[src/rtl/mc_ctrl_fsm_pkg.sv]
// mc_ctrl_fsm_pkg: shared opcodes, state encoding, ALU B-operand selects and control bundle
//   for the multicycle MIPS-16 control sequencer.
package mc_ctrl_fsm_pkg;
    typedef enum logic [3:0] {
        FETCH, DECODE, EXEC_R, WB_R, ADDR, MEM_RD, MEM_WR, WB_MEM, BRANCH, HALT
    } state_e;

    localparam logic [3:0] OP_AND  = 4'h0;
    localparam logic [3:0] OP_OR   = 4'h1;
    localparam logic [3:0] OP_ADD  = 4'h2;
    localparam logic [3:0] OP_SUB  = 4'h6;
    localparam logic [3:0] OP_SLT  = 4'h7;
    localparam logic [3:0] OP_LW   = 4'h8;
    localparam logic [3:0] OP_SW   = 4'hA;
    localparam logic [3:0] OP_BNE  = 4'hE;
    localparam logic [3:0] OP_HALT = 4'hF;

    localparam logic [1:0] SRCB_REG   = 2'd0;
    localparam logic [1:0] SRCB_ONE   = 2'd1;
    localparam logic [1:0] SRCB_SEXT4 = 2'd2;
    localparam logic [1:0] SRCB_SEXT8 = 2'd3;

    typedef struct packed {
        logic [3:0] alu_opcod;
        logic       alu_srca;
        logic [1:0] alu_srcb;
        logic       mem_req;
        logic       mem_we;
        logic       iord;
        logic       ir_we;
        logic       pc_we;
        logic       pc_src;
        logic       reg_we;
        logic       reg_dst;
        logic       mem_to_reg;
    } ctrl_t;

    function automatic logic is_rtype(input logic [3:0] op);
        return op inside {OP_AND, OP_OR, OP_ADD, OP_SUB, OP_SLT};
    endfunction

    function automatic logic is_legal(input logic [3:0] op);
        return is_rtype(op) || op inside {OP_LW, OP_SW, OP_BNE, OP_HALT};
    endfunction
endpackage

[src/rtl/mc_ctrl_fsm_if.sv]
// mc_ctrl_fsm_if: control bus between the sequencer (master) and the datapath (slave).
//   Datapath -> sequencer: ir, mem_ready, alu_eq, alu_v.
//   Sequencer -> datapath: ALU opcode/operand selects, memory request, IR/PC/regfile enables.
interface mc_ctrl_fsm_if;
    logic [15:0] ir;
    logic        mem_ready;
    logic        alu_eq;
    logic        alu_v;
    logic [3:0]  alu_opcod;
    logic        alu_srca;
    logic [1:0]  alu_srcb;
    logic        mem_req;
    logic        mem_we;
    logic        iord;
    logic        ir_we;
    logic        pc_we;
    logic        pc_src;
    logic        reg_we;
    logic        reg_dst;
    logic        mem_to_reg;

    modport master (
        input  ir, mem_ready, alu_eq, alu_v,
        output alu_opcod, alu_srca, alu_srcb, mem_req, mem_we, iord,
               ir_we, pc_we, pc_src, reg_we, reg_dst, mem_to_reg
    );

    modport slave (
        output ir, mem_ready, alu_eq, alu_v,
        input  alu_opcod, alu_srca, alu_srcb, mem_req, mem_we, iord,
               ir_we, pc_we, pc_src, reg_we, reg_dst, mem_to_reg
    );
endinterface

[src/rtl/mc_ctrl_decode.sv]
// mc_ctrl_decode: combinational state -> control-output table for the sequencer.
//   state_i     current state
//   op_i        ir[15:12]
//   mem_ready_i qualifies ir_we/pc_we in FETCH
//   alu_eq_i    qualifies pc_we in BRANCH
//   ovf_i       registered overflow of the current R-type; suppresses writeback
//   en_i        0 forces every control output low (held in reset)
//   ctrl_o      control bundle
module mc_ctrl_decode
    import mc_ctrl_fsm_pkg::*;
(
    input  state_e     state_i,
    input  logic [3:0] op_i,
    input  logic       mem_ready_i,
    input  logic       alu_eq_i,
    input  logic       ovf_i,
    input  logic       en_i,
    output ctrl_t      ctrl_o
);
    always_comb begin
        ctrl_o = '0;
        case (state_i)
            FETCH: begin
                ctrl_o.alu_opcod = OP_ADD;
                ctrl_o.alu_srcb  = SRCB_ONE;
                ctrl_o.mem_req   = 1'b1;
                ctrl_o.ir_we     = mem_ready_i;
                ctrl_o.pc_we     = mem_ready_i;
            end
            DECODE: begin
                ctrl_o.alu_opcod = OP_ADD;
                ctrl_o.alu_srcb  = SRCB_SEXT8;
            end
            EXEC_R: begin
                ctrl_o.alu_opcod = op_i;
                ctrl_o.alu_srca  = 1'b1;
                ctrl_o.alu_srcb  = SRCB_REG;
            end
            WB_R: begin
                ctrl_o.reg_we  = !ovf_i;
                ctrl_o.reg_dst = 1'b1;
            end
            ADDR: begin
                ctrl_o.alu_opcod = op_i;
                ctrl_o.alu_srca  = 1'b1;
                ctrl_o.alu_srcb  = SRCB_SEXT4;
            end
            MEM_RD: begin
                ctrl_o.mem_req = 1'b1;
                ctrl_o.iord    = 1'b1;
            end
            MEM_WR: begin
                ctrl_o.mem_req = 1'b1;
                ctrl_o.mem_we  = 1'b1;
                ctrl_o.iord    = 1'b1;
            end
            WB_MEM: begin
                ctrl_o.reg_we     = 1'b1;
                ctrl_o.mem_to_reg = 1'b1;
            end
            BRANCH: begin
                ctrl_o.alu_opcod = OP_SUB;
                ctrl_o.alu_srca  = 1'b1;
                ctrl_o.alu_srcb  = SRCB_REG;
                ctrl_o.pc_we     = !alu_eq_i;
                ctrl_o.pc_src    = 1'b1;
            end
            default: ;
        endcase
        if (!en_i) ctrl_o = '0;
    end
endmodule

[src/rtl/mc_ctrl_fsm.sv]
// mc_ctrl_fsm: multicycle control sequencer for the 16-bit MIPS datapath.
//   clk, rst   rising-edge clock, asynchronous active-high reset
//   bus        mc_ctrl_fsm_if.master: ir/mem_ready/alu_eq/alu_v in, ALU/memory/enable controls out
//   halted_o   sticky, set by HALT
//   illegal_o  sticky, set by an undefined opcode
//   ovf_err_o  sticky, set by ADD/SUB overflow
module mc_ctrl_fsm
    import mc_ctrl_fsm_pkg::*;
(
    input  logic clk,
    input  logic rst,
    mc_ctrl_fsm_if.master bus,
    output logic halted_o,
    output logic illegal_o,
    output logic ovf_err_o
);
    state_e     state_q, state_d;
    logic       ovf_q, ovf_d;
    logic       halted_q, halted_d;
    logic       illegal_q, illegal_d;
    logic       ovf_err_q, ovf_err_d;
    logic [3:0] op;
    ctrl_t      ctrl;
    logic       unused_ir;

    assign op        = bus.ir[15:12];
    assign unused_ir = ^bus.ir[11:0];

    always_ff @(posedge clk or posedge rst) begin
        if (rst) begin
            state_q   <= FETCH;
            ovf_q     <= 1'b0;
            halted_q  <= 1'b0;
            illegal_q <= 1'b0;
            ovf_err_q <= 1'b0;
        end else begin
            state_q   <= state_d;
            ovf_q     <= ovf_d;
            halted_q  <= halted_d;
            illegal_q <= illegal_d;
            ovf_err_q <= ovf_err_d;
        end
    end

    always_comb begin
        state_d = state_q;
        case (state_q)
            FETCH:  state_d = bus.mem_ready ? DECODE : FETCH;
            DECODE: state_d = is_rtype(op) ? EXEC_R :
                              op inside {OP_LW, OP_SW} ? ADDR :
                              op == OP_BNE ? BRANCH :
                              op == OP_HALT ? HALT : FETCH;
            EXEC_R: state_d = WB_R;
            ADDR:   state_d = op == OP_LW ? MEM_RD : MEM_WR;
            MEM_RD: state_d = bus.mem_ready ? WB_MEM : MEM_RD;
            MEM_WR: state_d = bus.mem_ready ? FETCH : MEM_WR;
            HALT:   state_d = HALT;
            default: state_d = FETCH;
        endcase
    end

    // Overflow only matters for ADD/SUB; captured in EXEC_R, consumed in WB_R.
    assign ovf_d     = state_q == EXEC_R ? bus.alu_v && op inside {OP_ADD, OP_SUB} : ovf_q;
    assign halted_d  = halted_q  || (state_q == DECODE && op == OP_HALT);
    assign illegal_d = illegal_q || (state_q == DECODE && !is_legal(op));
    assign ovf_err_d = ovf_err_q || (state_q == WB_R && ovf_q);

    mc_ctrl_decode u_decode (
        .state_i     (state_q),
        .op_i        (op),
        .mem_ready_i (bus.mem_ready),
        .alu_eq_i    (bus.alu_eq),
        .ovf_i       (ovf_q),
        .en_i        (!rst),
        .ctrl_o      (ctrl)
    );

    assign bus.alu_opcod  = ctrl.alu_opcod;
    assign bus.alu_srca   = ctrl.alu_srca;
    assign bus.alu_srcb   = ctrl.alu_srcb;
    assign bus.mem_req    = ctrl.mem_req;
    assign bus.mem_we     = ctrl.mem_we;
    assign bus.iord       = ctrl.iord;
    assign bus.ir_we      = ctrl.ir_we;
    assign bus.pc_we      = ctrl.pc_we;
    assign bus.pc_src     = ctrl.pc_src;
    assign bus.reg_we     = ctrl.reg_we;
    assign bus.reg_dst    = ctrl.reg_dst;
    assign bus.mem_to_reg = ctrl.mem_to_reg;
    assign halted_o       = halted_q;
    assign illegal_o      = illegal_q;
    assign ovf_err_o      = ovf_err_q;
endmodule
[src/flat_wrapper.sv]
// flat-port wrapper written by rule: the top's interface ports become plain ports
module mc_ctrl_fsm_flat import mc_ctrl_fsm_pkg::*;
  (clk, rst, halted_o, illegal_o, ovf_err_o, bus_ir, bus_mem_ready, bus_alu_eq, bus_alu_v, bus_alu_opcod, bus_alu_srca, bus_alu_srcb, bus_mem_req, bus_mem_we, bus_iord, bus_ir_we, bus_pc_we, bus_pc_src, bus_reg_we, bus_reg_dst, bus_mem_to_reg);
  mc_ctrl_fsm_if bus_i ();
  input  logic clk;
  input  logic rst;
  output logic halted_o;
  output logic illegal_o;
  output logic ovf_err_o;
  input wire logic [$bits(bus_i.ir)-1:0] bus_ir;
  input wire logic [$bits(bus_i.mem_ready)-1:0] bus_mem_ready;
  input wire logic [$bits(bus_i.alu_eq)-1:0] bus_alu_eq;
  input wire logic [$bits(bus_i.alu_v)-1:0] bus_alu_v;
  output wire logic [$bits(bus_i.alu_opcod)-1:0] bus_alu_opcod;
  output wire logic [$bits(bus_i.alu_srca)-1:0] bus_alu_srca;
  output wire logic [$bits(bus_i.alu_srcb)-1:0] bus_alu_srcb;
  output wire logic [$bits(bus_i.mem_req)-1:0] bus_mem_req;
  output wire logic [$bits(bus_i.mem_we)-1:0] bus_mem_we;
  output wire logic [$bits(bus_i.iord)-1:0] bus_iord;
  output wire logic [$bits(bus_i.ir_we)-1:0] bus_ir_we;
  output wire logic [$bits(bus_i.pc_we)-1:0] bus_pc_we;
  output wire logic [$bits(bus_i.pc_src)-1:0] bus_pc_src;
  output wire logic [$bits(bus_i.reg_we)-1:0] bus_reg_we;
  output wire logic [$bits(bus_i.reg_dst)-1:0] bus_reg_dst;
  output wire logic [$bits(bus_i.mem_to_reg)-1:0] bus_mem_to_reg;
  assign bus_i.ir = bus_ir;
  assign bus_i.mem_ready = bus_mem_ready;
  assign bus_i.alu_eq = bus_alu_eq;
  assign bus_i.alu_v = bus_alu_v;
  assign bus_alu_opcod = bus_i.alu_opcod;
  assign bus_alu_srca = bus_i.alu_srca;
  assign bus_alu_srcb = bus_i.alu_srcb;
  assign bus_mem_req = bus_i.mem_req;
  assign bus_mem_we = bus_i.mem_we;
  assign bus_iord = bus_i.iord;
  assign bus_ir_we = bus_i.ir_we;
  assign bus_pc_we = bus_i.pc_we;
  assign bus_pc_src = bus_i.pc_src;
  assign bus_reg_we = bus_i.reg_we;
  assign bus_reg_dst = bus_i.reg_dst;
  assign bus_mem_to_reg = bus_i.mem_to_reg;
  mc_ctrl_fsm u_core (.clk(clk), .rst(rst), .bus(bus_i), .halted_o(halted_o), .illegal_o(illegal_o), .ovf_err_o(ovf_err_o));
endmodule
[config.mk]
export PLATFORM = sky130hd
export DESIGN_NAME = mc_ctrl_fsm_flat
export DESIGN_NICKNAME = d
export VERILOG_FILES = /design/src/rtl/mc_ctrl_fsm_pkg.sv /design/src/rtl/mc_ctrl_fsm_if.sv /design/src/rtl/mc_ctrl_decode.sv /design/src/rtl/mc_ctrl_fsm.sv /design/src/flat_wrapper.sv
export SDC_FILE = /design/constraint.sdc
export NUM_CORES = 1
export LEC_CHECK = 0
export CORE_UTILIZATION = 50
export DETAILED_ROUTE_END_ITERATION = 10
export DONT_BUFFER_PORTS = 1
export SKIP_CTS_REPAIR_TIMING = 1
export SYNTH_ARGS = -nofsm -noshare
export SYNTH_HDL_FRONTEND = slang
export SYNTH_HIERARCHICAL = 1
export SYNTH_SLANG_ARGS = --single-unit
[constraint.sdc]
create_clock -name clk -period 1.85 [get_ports clk]
set_clock_uncertainty 0.05 [all_clocks]
set_input_delay 0.0925 -clock clk [delete_from_list [all_inputs] [get_ports clk]]
set_output_delay 0.0925 -clock clk [all_outputs]
set_load 0.05 [all_outputs]
# Yosys cells after proc, flatten, opt, wreduce, memory -nomap -nowiden
# Index checks and enable logic that the tools add are counted.
# word_totals
regBits	8
input_bits	21
output_inout_bits	19
word_cells	66
# classes
n_eq_ne	17
muxes	22
reduce_logical	22
# ops
operator	count
$pmux W4 S7	1
$eq A4 B3 Y1 const B	6
$eq A4 B4 Y1 const B	6
$mux W16	1
$mux W4	4
$eq A4 B2 Y1 const B	3
$pmux W4 S3	1
$mux W1	9
$eq A4 B1 Y1 const B	2
$logic_not A4 Y1	2
$pmux W2 S3	1
$reduce_or A2 Y1	3
$reduce_or A3 Y1	2
$reduce_bool A5 Y1	1
$logic_and A1 B1 Y1	4
$logic_or A1 B1 Y1	4
$mux W2	2
$pmux W1 S2	2
$reduce_bool A2 Y1	2
$reduce_bool A4 Y1	1
$logic_not A1 Y1	3
$mux W3	1

# Longest topological paths before layout
# Gate-level depths: netlist (run 1).
# logic_depth
ltp_word	6
ltp_mapped	4
ltp_nobuf	4

# Cells and area by module
# Netlist (run 1), hierarchy kept.
# modules_own_cells
mod	instances	cells_each	area_per_inst_um2	seq_area_each_um2
mc_ctrl_fsm	1	47	473.0	200.2
mc_ctrl_decode	1	37	254.0	0.0

# Worst setup path before layout (run 1)
# Ideal clock, no wire load.
# synth_path
path_kind	register to output
startpoint	reg u_core.state_q[0]
endpoint	out bus_alu_srcb[1]
arrival_ns	1.842
setup_slack_ns	-0.134
path_stages_with_launch	4
path_cell_list	dfrtp_1 > buf_2 > xnor2_1 > nor3_1
# synth_between
elab_chain_cells	3
word_cells_on_any_way	5
classes_between	2 x eq/ne; 2 x mux; 1 x reduce/logical
# synth_lines
item	line_no	text
start, declared	mc_ctrl_fsm.sv:17	state_e state_q, state_d;
start signal, assigned	mc_ctrl_fsm.sv:37	state_q <= state_d;
$eq A4 B3 Y1, or another cell as far along	mc_ctrl_decode.sv:22	case (state_i)
$pmux W2 S3 (*)	mc_ctrl_decode.sv:22	
$mux W16 (*)	mc_ctrl_decode.sv:70	if (!en_i) ctrl_o = '0;
end, declared	flat_wrapper.sv:16	output wire logic [$bits(bus_i.alu_srcb)-1:0] bus_alu_srcb;
# Every way passes the cells marked *; elsewhere a longest branch is shown, timed or not.

# Final worst setup path (run 1)
# layout_path
startpoint	reg u_core.state_q[0]
endpoint	out bus_alu_opcod[1]
# layout_between
elab_chain_cells	4
word_cells_on_any_way	9
classes_between	4 x eq/ne; 2 x mux; 3 x reduce/logical
# layout_lines
item	line_no	text
$eq A4 B3 Y1, or another cell as far along	mc_ctrl_decode.sv:22	
$reduce_or A2 Y1 (no line)	--	
$pmux W4 S3 (*)	mc_ctrl_decode.sv:22	
$mux W16 (*)	mc_ctrl_decode.sv:70	
end, declared	flat_wrapper.sv:14	output wire logic [$bits(bus_i.alu_opcod)-1:0] bus_alu_opcod;
# Marked as above.

==> implementation parameters, run 1 <==
Parameter                              Value

Outcome
  Run status ... complete, but fails checks
  Failing checks ... hold timing

Global routing
  First-pass GRT wire length ... 2260 µm
  Pin count of the biggest net entering global routing ... 20
  Initial antenna violation count ... 0
  Vias in the first global route ... between 500 and 600
  Global-route congestion overflow total ... 0
  GRT Util Overall ... between 20% and 30%

Clocking
  CTS tree ... built
  Sinks on the clock net ... 8
  Max Buffers Root-to-Sink ... 2
  Clock latency reported for the late side of the worst-skew pair ... between 200 and 300 ps
  H-tree levels ... 1
  Clock-pin transition on the worst setup and hold timing paths ... ~50 ps
  Number of buffers created by CTS ... 3
  Root buffer cell ... clkbuf_4

Route
  Final WL ... 1560 µm
  Final antenna-violating net count ... 0
  Pre-Repair DR Iteration Count ... 6
  DR DRC count ... 0
  Routed vias ... around 700
  Routed wire per std cell ... 12.8 µm
  Post-detailed-route via-to-cell ratio ... 5.73
  Detailed router's first-iteration violation count ... 9

Power
  Static leakage ... ~0.0004 µW
  Power Total ... 1590 µW
  Power density normalized to cell area ... between 1500 and 2000 nW/µm²
  Worst supply voltage drop on vdd ... between 1000 and 1500 µV

Worst setup path
  Top cell family by delay on the critical path ... flip-flops
  Worst reg2reg startpoint ... u_core/state_q[3]
  Beginning of the critical path ... u_core/state_q[0]
  Sort of element at the start of the critical path ... flop
  Logic depth of the worst setup path including buffers ... 4
  Crit path cell chain ... buf_4, a2111oi_2, o31a_1, buf_4
  Critical path class ... flop to output pin
  Crit path top cell by count ... buf_4
  Capturing element type of the critical path ... output pin
  Slowest cell on crit path ... dfrtp_1
  Crit-path max FO ... 8
  Critical register-to-register path endpoint ... u_core/state_q[1]
  Endpoint of the most critical setup path ... bus_alu_opcod[1]
  FF-to-FF path depth ... 4
  Maximum single-stage delay on the critical path ... roughly 470 ps
  Data arrival time of the critical path ... between 1500 and 2000 ps
  Worst EP required ... about 1700 ps
  Setup slack on the worst flop-to-flop path ... between 300 and 400 ps
  Worst Path Buf+Inv ... 2

Logic synthesis
  Count of state elements after synthesis ... 8
  Syn_nets ... between 100 and 150
  Biggest area contributors in the synthesized netlist ... dfrtp_1 (28%), and3_1 (5.2%), buf_6 (4.6%)
  Syn. warnings ... 6
  Yosys cell types ... 39
  Yosys top cell by area ... dfrtp_1
  Sequential cell area fraction in the yosys report ... between 20 and 30%
  Netlist area before placement ... 727 µm²
  Proportion of netlist area held by the largest area contributor ... approximately 28%
  Cells after synthesis ... between 80 and 90
  Post-synthesis average cell area ... around 8.7 µm²

STA
  Crit path setup slack, layout ... 138 ps
  Final Hold Fails ... 1
  Final Max Slew Viols ... 0
  Post-route fraction of the period consumed by the critical path ... 92.6%
  Final TNS setup ... 0 ps
  Timing-limited maximum frequency ... slightly below 600 MHz
  Number of failing setup endpoints in the final timing report ... 0
  Actual slew at the worst max-slew pin ... about 470 ps
  Minimum period implied by the final worst setup slack ... ~1700 ps
  Worst hold margin ... -2.77 ps
  Normalized max-slew margin ... slightly below 70%
  Unrepaired setup endpoints after global routing ... false

Finish
  Most common cell after layout, fill and taps aside ... buf_4
  ANT cells ... 0
  Final net count ... 130
  Finished Layout Cells ... around 120
  Fraction of final layout cells with drive strength greater than 1 ... 32.7%
  Layout-stage area growth over the synthesis result ... 29.8%
  Final Instance Area ... roughly 940 µm²
  Most frequent cells in the layout ... buf_4 (19), dfrtp_1 (7)

Floorplan
  DIE HEIGHT ... between 40 and 50 µm
  Number of placement rows ... 13
  Die area ... between 1500 and 2000 µm²
  Starting Density ... between 50% and 60%
  Io pins ... 40
  Placeable Area ... 1330 µm²
  Chip Width ... about 40 µm

Placement
  GPL Wtd Cong ... 0.830
  Instance area at placement ... 860 µm²
  DP Wirelength ... roughly 1100 µm
  Number of port buffers ... 0
  Setup WS pre-CTS ... approximately 280 ps
  Placed Cells incl. Taps ... roughly 110

Job
  Count of max-cap constraint violations ... 0

Hold path
  Path class of the lowest-slack min-delay path ... input port to flop
  Start point of the worst min-delay path ... bus_mem_ready
==> area by class of cell <==
class / instances / area [µm²]
Multi-Input combinational cell: 66 / 463
Inverter: 4 / 15.0
Clock buffer: 3 / 22.5
Fill cell: 108 / 390
Timing Repair Buffer: 26 / 223
Sequential cell: 8 / 201
Tap cell: 15 / 18.8
==> tightest hold or removal path, cell delays in order <==
cell     delay, ps
o21ai_0         50
nand2_1         60
a21oi_1         60
==> per-layer routing <==
metal  track usage (%)  wire length (µm)  vias up
li1                  -                 -      355
met3              8.89                94        2
met2              33.1               708       22
met4              7.76                10        0
met5                 0                 0        -
met1              27.3               742      320
==> Yosys cell counts (all sizes together) <==
library cell,count
nor3b,1
a21oi,3
a31o,1
and3,6
nand2,6
nor2,7
and4,1
nand4b,2
o31a,1
xnor2,3
nand2b,6
or4,1
dfrtp,8
clkinv,1
inv,3
or4b,1
nor3,5
a21o,1
o21ai,5
o211ai,1
o2111ai,2
buf,6
o2111a,1
o21a,1
mux2,1
and2,2
nor4b,3
nor2b,1
a2111oi,1
nand3,1
a41o,1
xor2,1
==> through the flow <==
stage                     hold slack, ps  util (%)
after floorplan                    -96.5         -
after global placement             -46.6      64.4
after detailed placement           -50.4      64.4
after CTS                           -327      66.1
after global routing                5.92      70.7
final                              -2.77      70.7
==> power breakdown <==
group          internal (µW)  total (µW)  switching [µW]  leakage (µW)
clock                   74.2         133            58.5     0.0000138
combinational            400        1020             622      0.000304
sequential               243         440             197     0.0000944
==> sequential cells by signal, summed over array words and instances, names as in the netlist <==
name              cells
u_core/state_q        4
u_core/ovf_err_o      1
u_core/illegal_o      1
u_core/halted_o       1
u_core/ovf_q          1
==> cell families after synthesis <==
family,count (synthesis),synth area share [%]
mux,1,1.55
simple gates,43,37.5
flops,8,27.5
xor+xnor,4,4.82
compound gates,18,19.1
buf+inv,10,9.46
==> worst min path at each step <==
stage / end / cells after the start / slack, ps
2_1_floorplan: u_core/halted_o / 1 / -100
3_3_place_gp: u_core/ovf_err_o / 2 / -50
3_5_place_dp: u_core/ovf_err_o / 2 / -50
4_1_cts: u_core/state_q[0] / 2 / -330
5_1_grt: u_core/state_q[2] / 3 / 6
6_report: u_core/state_q[2] / 3 / -3
No activity file was read; power rests on OpenSTA's default activity.
==> run 2: changes to the inputs <==
PLACE_DENSITY = 0.68   (was not set)
clock period = 1.4 ns   (was 1.85 ns; I/O delays follow)
==> run 2 against run 1 <==
Effect of this change: the run now fails in 5_1_grt; synthesized cell count unchanged; synthesized area unchanged.
==> implementation parameters, run 2 <==
Parameter                              Value

Placement
  DP Wirelength ... 1320 µm (+21%)
  Instance area at placement ... 1040 µm² (+22%)
  Setup WS pre-CTS ... -30.4 ps (-311 ps)
  Number of port buffers ... 0 (unchanged)
  GPL Wtd Cong ... 0.763 (-8.1%)

Floorplan
  Starting Density ... 54.5% (unchanged)
  Io pins ... 40 (unchanged)
  Chip Width ... 40.1 µm (unchanged)
  DIE HEIGHT ... 40.1 µm (unchanged)
  Number of placement rows ... 13 (unchanged)

Logic synthesis
  Syn. warnings ... 6 (unchanged)
  Biggest area contributors in the synthesized netlist ... dfrtp_1 (28%), and3_1 (5.2%), buf_6 (4.6%)
  Netlist area before placement ... 727 µm² (unchanged)
  Most used standard cells in the synthesized netlist ... dfrtp_1 (8), and3_1 (6), nand2_1 (6), nor2_1 (6)
  Primary flip-flop cell chosen by synthesis mapping ... dfrtp_1
  Yosys cell types ... 39 (unchanged)
  Count of state elements after synthesis ... 8 (unchanged)
  Share of synthesized registers carrying an async set or reset ... 100% (unchanged)
  Proportion of netlist area held by the largest area contributor ... 27.5% (unchanged)
  Post-synthesis average cell area ... 8.65 µm² (unchanged)
  Sequential cell area fraction in the yosys report ... 27.5% (unchanged)
  Number of enable-type register cells in the synthesized netlist ... 0 (unchanged)
  Syn_nets ... 105 (unchanged)
  Cells after synthesis ... 84 (unchanged)
  Most frequent cell after synthesis ... dfrtp_1
  Yosys top cell by area ... dfrtp_1

Clocking
  Sinks on the clock net ... 8 (unchanged)
  Number of buffers created by CTS ... 3 (unchanged)
  Root buffer cell ... clkbuf_4
  Max Buffers Root-to-Sink ... 2 (unchanged)
  H-tree levels ... 1 (unchanged)

Outcome
  Stage where the run ended ... 5_1_grt
  Error message ... [ERROR DPL-0038] Utilization greater than 100%, impossible to legalize
  Run status ... did not finish

Global routing
  Pin count of the biggest net entering global routing ... 20

STA
  Worst endpoint pin kind ... output port
  End pin of the worst setup path after global-route repair ... bus_alu_opcod[1]
## run 2: cell counts after synthesis
Identical to the previous run, type by type.
## run 2: cell families after synthesis
logic type / after synthesis / share of synthesized area, %
AND/OR/NAND/NOR: 43 / 37.5
AO/OA/AOI/OAI: 18 / 19.1
buffers and inverters: 10 / 9.46
flip-flops: 8 / 27.5
XOR/XNOR: 4 / 4.82
multiplexers: 1 / 1.55
## run 2: through the flow
stage	setup TNS [ps]	instances
after floorplan	-163	84
after global placement	-21.5	116
after detailed placement	-52.4	116
after CTS	-3800	119
==> run 3: changes to the inputs <==
CORE_AREA = 2 2 63 65   (was not set)
CORE_UTILIZATION = not set   (was 50)
DIE_AREA = 0 0 65 67   (was not set)
PLACE_DENSITY = not set   (was 0.68)
PLACE_DENSITY_LB_ADDON = 0.15   (was not set)
clock period = 1.8 ns   (was 1.4 ns; I/O delays follow)
==> run 3 against run 2 <==
Effect of this change: the run now ends clean.
==> implementation parameters, run 3 (synthesis gave the netlist of run 1 again) <==
Parameter                              Value

Outcome
  Run status ... complete, no violations

STA
  Minimum period implied by the final worst setup slack ... between 1500 and 2000 ps
  Final Hold Fails ... 0
  Unrepaired setup endpoints after global routing ... false
  Actual slew at the worst max-slew pin ... 481 ps
  Worst hold margin ... 9.39 ps
  Crit path setup slack, layout ... 125 ps
  Post-route fraction of the period consumed by the critical path ... between 90% and 100%
  Timing-limited maximum frequency ... between 500 and 600 MHz
  Number of failing setup endpoints in the final timing report ... 0
  Normalized max-slew margin ... between 60% and 70%
  Final Max Slew Viols ... 0

Finish
  Most common cell after layout, fill and taps aside ... buf_4
  Filler Cells Inserted ... around 410
  Largest register by flop count ... u_core/state_q
  Final net count ... approximately 130
  Fraction of final layout cells with drive strength greater than 1 ... 38.0%
  Finished Layout Cells ... 156
  Layout-stage area growth over the synthesis result ... 38.9%
  Max FFs per register ... 4
  ANT cells ... 0
  Final Util ... roughly 28%
  Most frequent cells in the layout ... buf_4 (22), nand2_1 (6), and3_1 (6), nor2_1 (6)

Worst setup path
  Endpoint of the most critical setup path ... bus_alu_opcod[1]
  Setup slack on the worst flop-to-flop path ... between 400 and 500 ps
  Data arrival time of the critical path ... 1530 ps
  Worst reg2reg startpoint ... u_core/state_q[1]
  Crit path cell chain ... buf_4, a2111oi_2, o31a_1, buf_4
  Slowest cell on crit path ... dfrtp_2
  Critical register-to-register path endpoint ... u_core/state_q[2]
  Beginning of the critical path ... u_core/state_q[0]
  Worst EP required ... around 1700 ps
  FF-to-FF path depth ... 3
  Capturing element type of the critical path ... output pin
  Critical path class ... flop to output pin
  Maximum single-stage delay on the critical path ... 470 ps
  Sort of element at the start of the critical path ... flop
  Crit path top cell by count ... buf_4
  Crit-path max FO ... 9

Floorplan
  Io pins ... 40 (unchanged)
  Die area ... around 4400 µm²
  Number of placement rows ... 22 (+9)
  Starting Density ... 20.2% (-34 points)
  Chip Width ... 65 µm (+62%)
  DIE HEIGHT ... 67 µm (+67%)
  Placeable Area ... ~3600 µm²

Route
  Routed wire per std cell ... approximately 13 µm
  Final WL ... 2010 µm
  DR DRC count ... 0
  Routed vias ... between 600 and 700
  Post-detailed-route via-to-cell ratio ... between 4 and 5
  Final antenna-violating net count ... 0
  Pre-Repair DR Iteration Count ... 4
  Detailed router's first-iteration violation count ... 32

Clocking
  Root buffer cell ... clkbuf_8
  Sinks on the clock net ... 8 (unchanged)
  Clock-pin transition on the worst setup and hold timing paths ... approximately 40 ps
  CTS tree ... built
  Clock latency reported for the late side of the worst-skew pair ... approximately 230 ps
  Max Buffers Root-to-Sink ... 2 (unchanged)
  H-tree levels ... 1 (unchanged)
  Number of buffers created by CTS ... 3 (unchanged)

Placement
  Setup WS pre-CTS ... 182 ps (+212 ps)
  DP Wirelength ... 1540 µm (+17%)
  Number of port buffers ... 0 (unchanged)
  GPL Wtd Cong ... 0.687 (-9.9%)
  Placed Cells incl. Taps ... 149 (+28%)

Job
  Count of max-cap constraint violations ... 0

Global routing
  Global-route congestion overflow total ... 0
  Initial antenna violation count ... 0
  Pin count of the biggest net entering global routing ... 17
  GRT Util Overall ... just over 10%
  First-pass GRT wire length ... approximately 3400 µm
  Vias in the first global route ... 695

Power
  Power density normalized to cell area ... between 1500 and 2000 nW/µm²
  Worst supply voltage drop on vdd ... ~560 µV
  Static leakage ... roughly 0.00043 µW

Hold path
  Path class of the lowest-slack min-delay path ... input port to flop
## run 3: stage by stage
stage	total power, µW	cell area, µm²	TNS, ps
floorplan	1310	733	0
global placement	1550	925	0
detailed placement	1550	925	0
CTS	1780	966	-149
global route	1900	1010	0
finish	1770	1010	0
## run 3: layout make-up
cell class	instances	area, µm²	area share, %
tap	48	60.1	5.95
timing repair buffer	27	225	22.3
inverter	4	15.0	1.49
clock buffer	3	41.3	4.09
sequential	8	204	20.2
multi-input combinational	66	464	46.0
## run 3: power by group
part | switching, µW | internal (µW) | leakage (µW)
Combinational | 648 | 437 | 0.000314
Sequential | 215 | 255 | 0.0000917
Clock | 68.5 | 145 | 0.0000216
Total | 932 | 837 | 0.000428
## run 3: worst min-delay path by stage
stage | to | cells after the start | from | slack, ps
2_1_floorplan | u_core/halted_o | 1 | rst | -100
3_3_place_gp | u_core/ovf_err_o | 2 | rst | -30
3_5_place_dp | u_core/ovf_err_o | 2 | rst | -30
4_1_cts | u_core/state_q[0] | 2 | rst | -280
5_1_grt | u_core/halted_o | 2 | bus_ir[12] | 20
6_report | u_core/ovf_q | 2 | bus_ir[13] | 9
## run 3: worst max-delay path: cells and delay by family (launching register included)
kind                   cells  cell delay, ps
AO/OA/AOI/OAI              2             440
flip-flops                 1             470
buffers and inverters      2             390
## run 3: per-layer routing
metal | track usage (%) | vias to the layer above | wire (µm) | share of wire (%)
met5 | 0 | - | 0 | 0
met4 | 0.798 | 0 | 0 | 0
li1 | - | 355 | - | -
met2 | 16.8 | 23 | 931 | 46
met1 | 13.2 | 316 | 939 | 47
met3 | 3.21 | 0 | 139 | 6.9
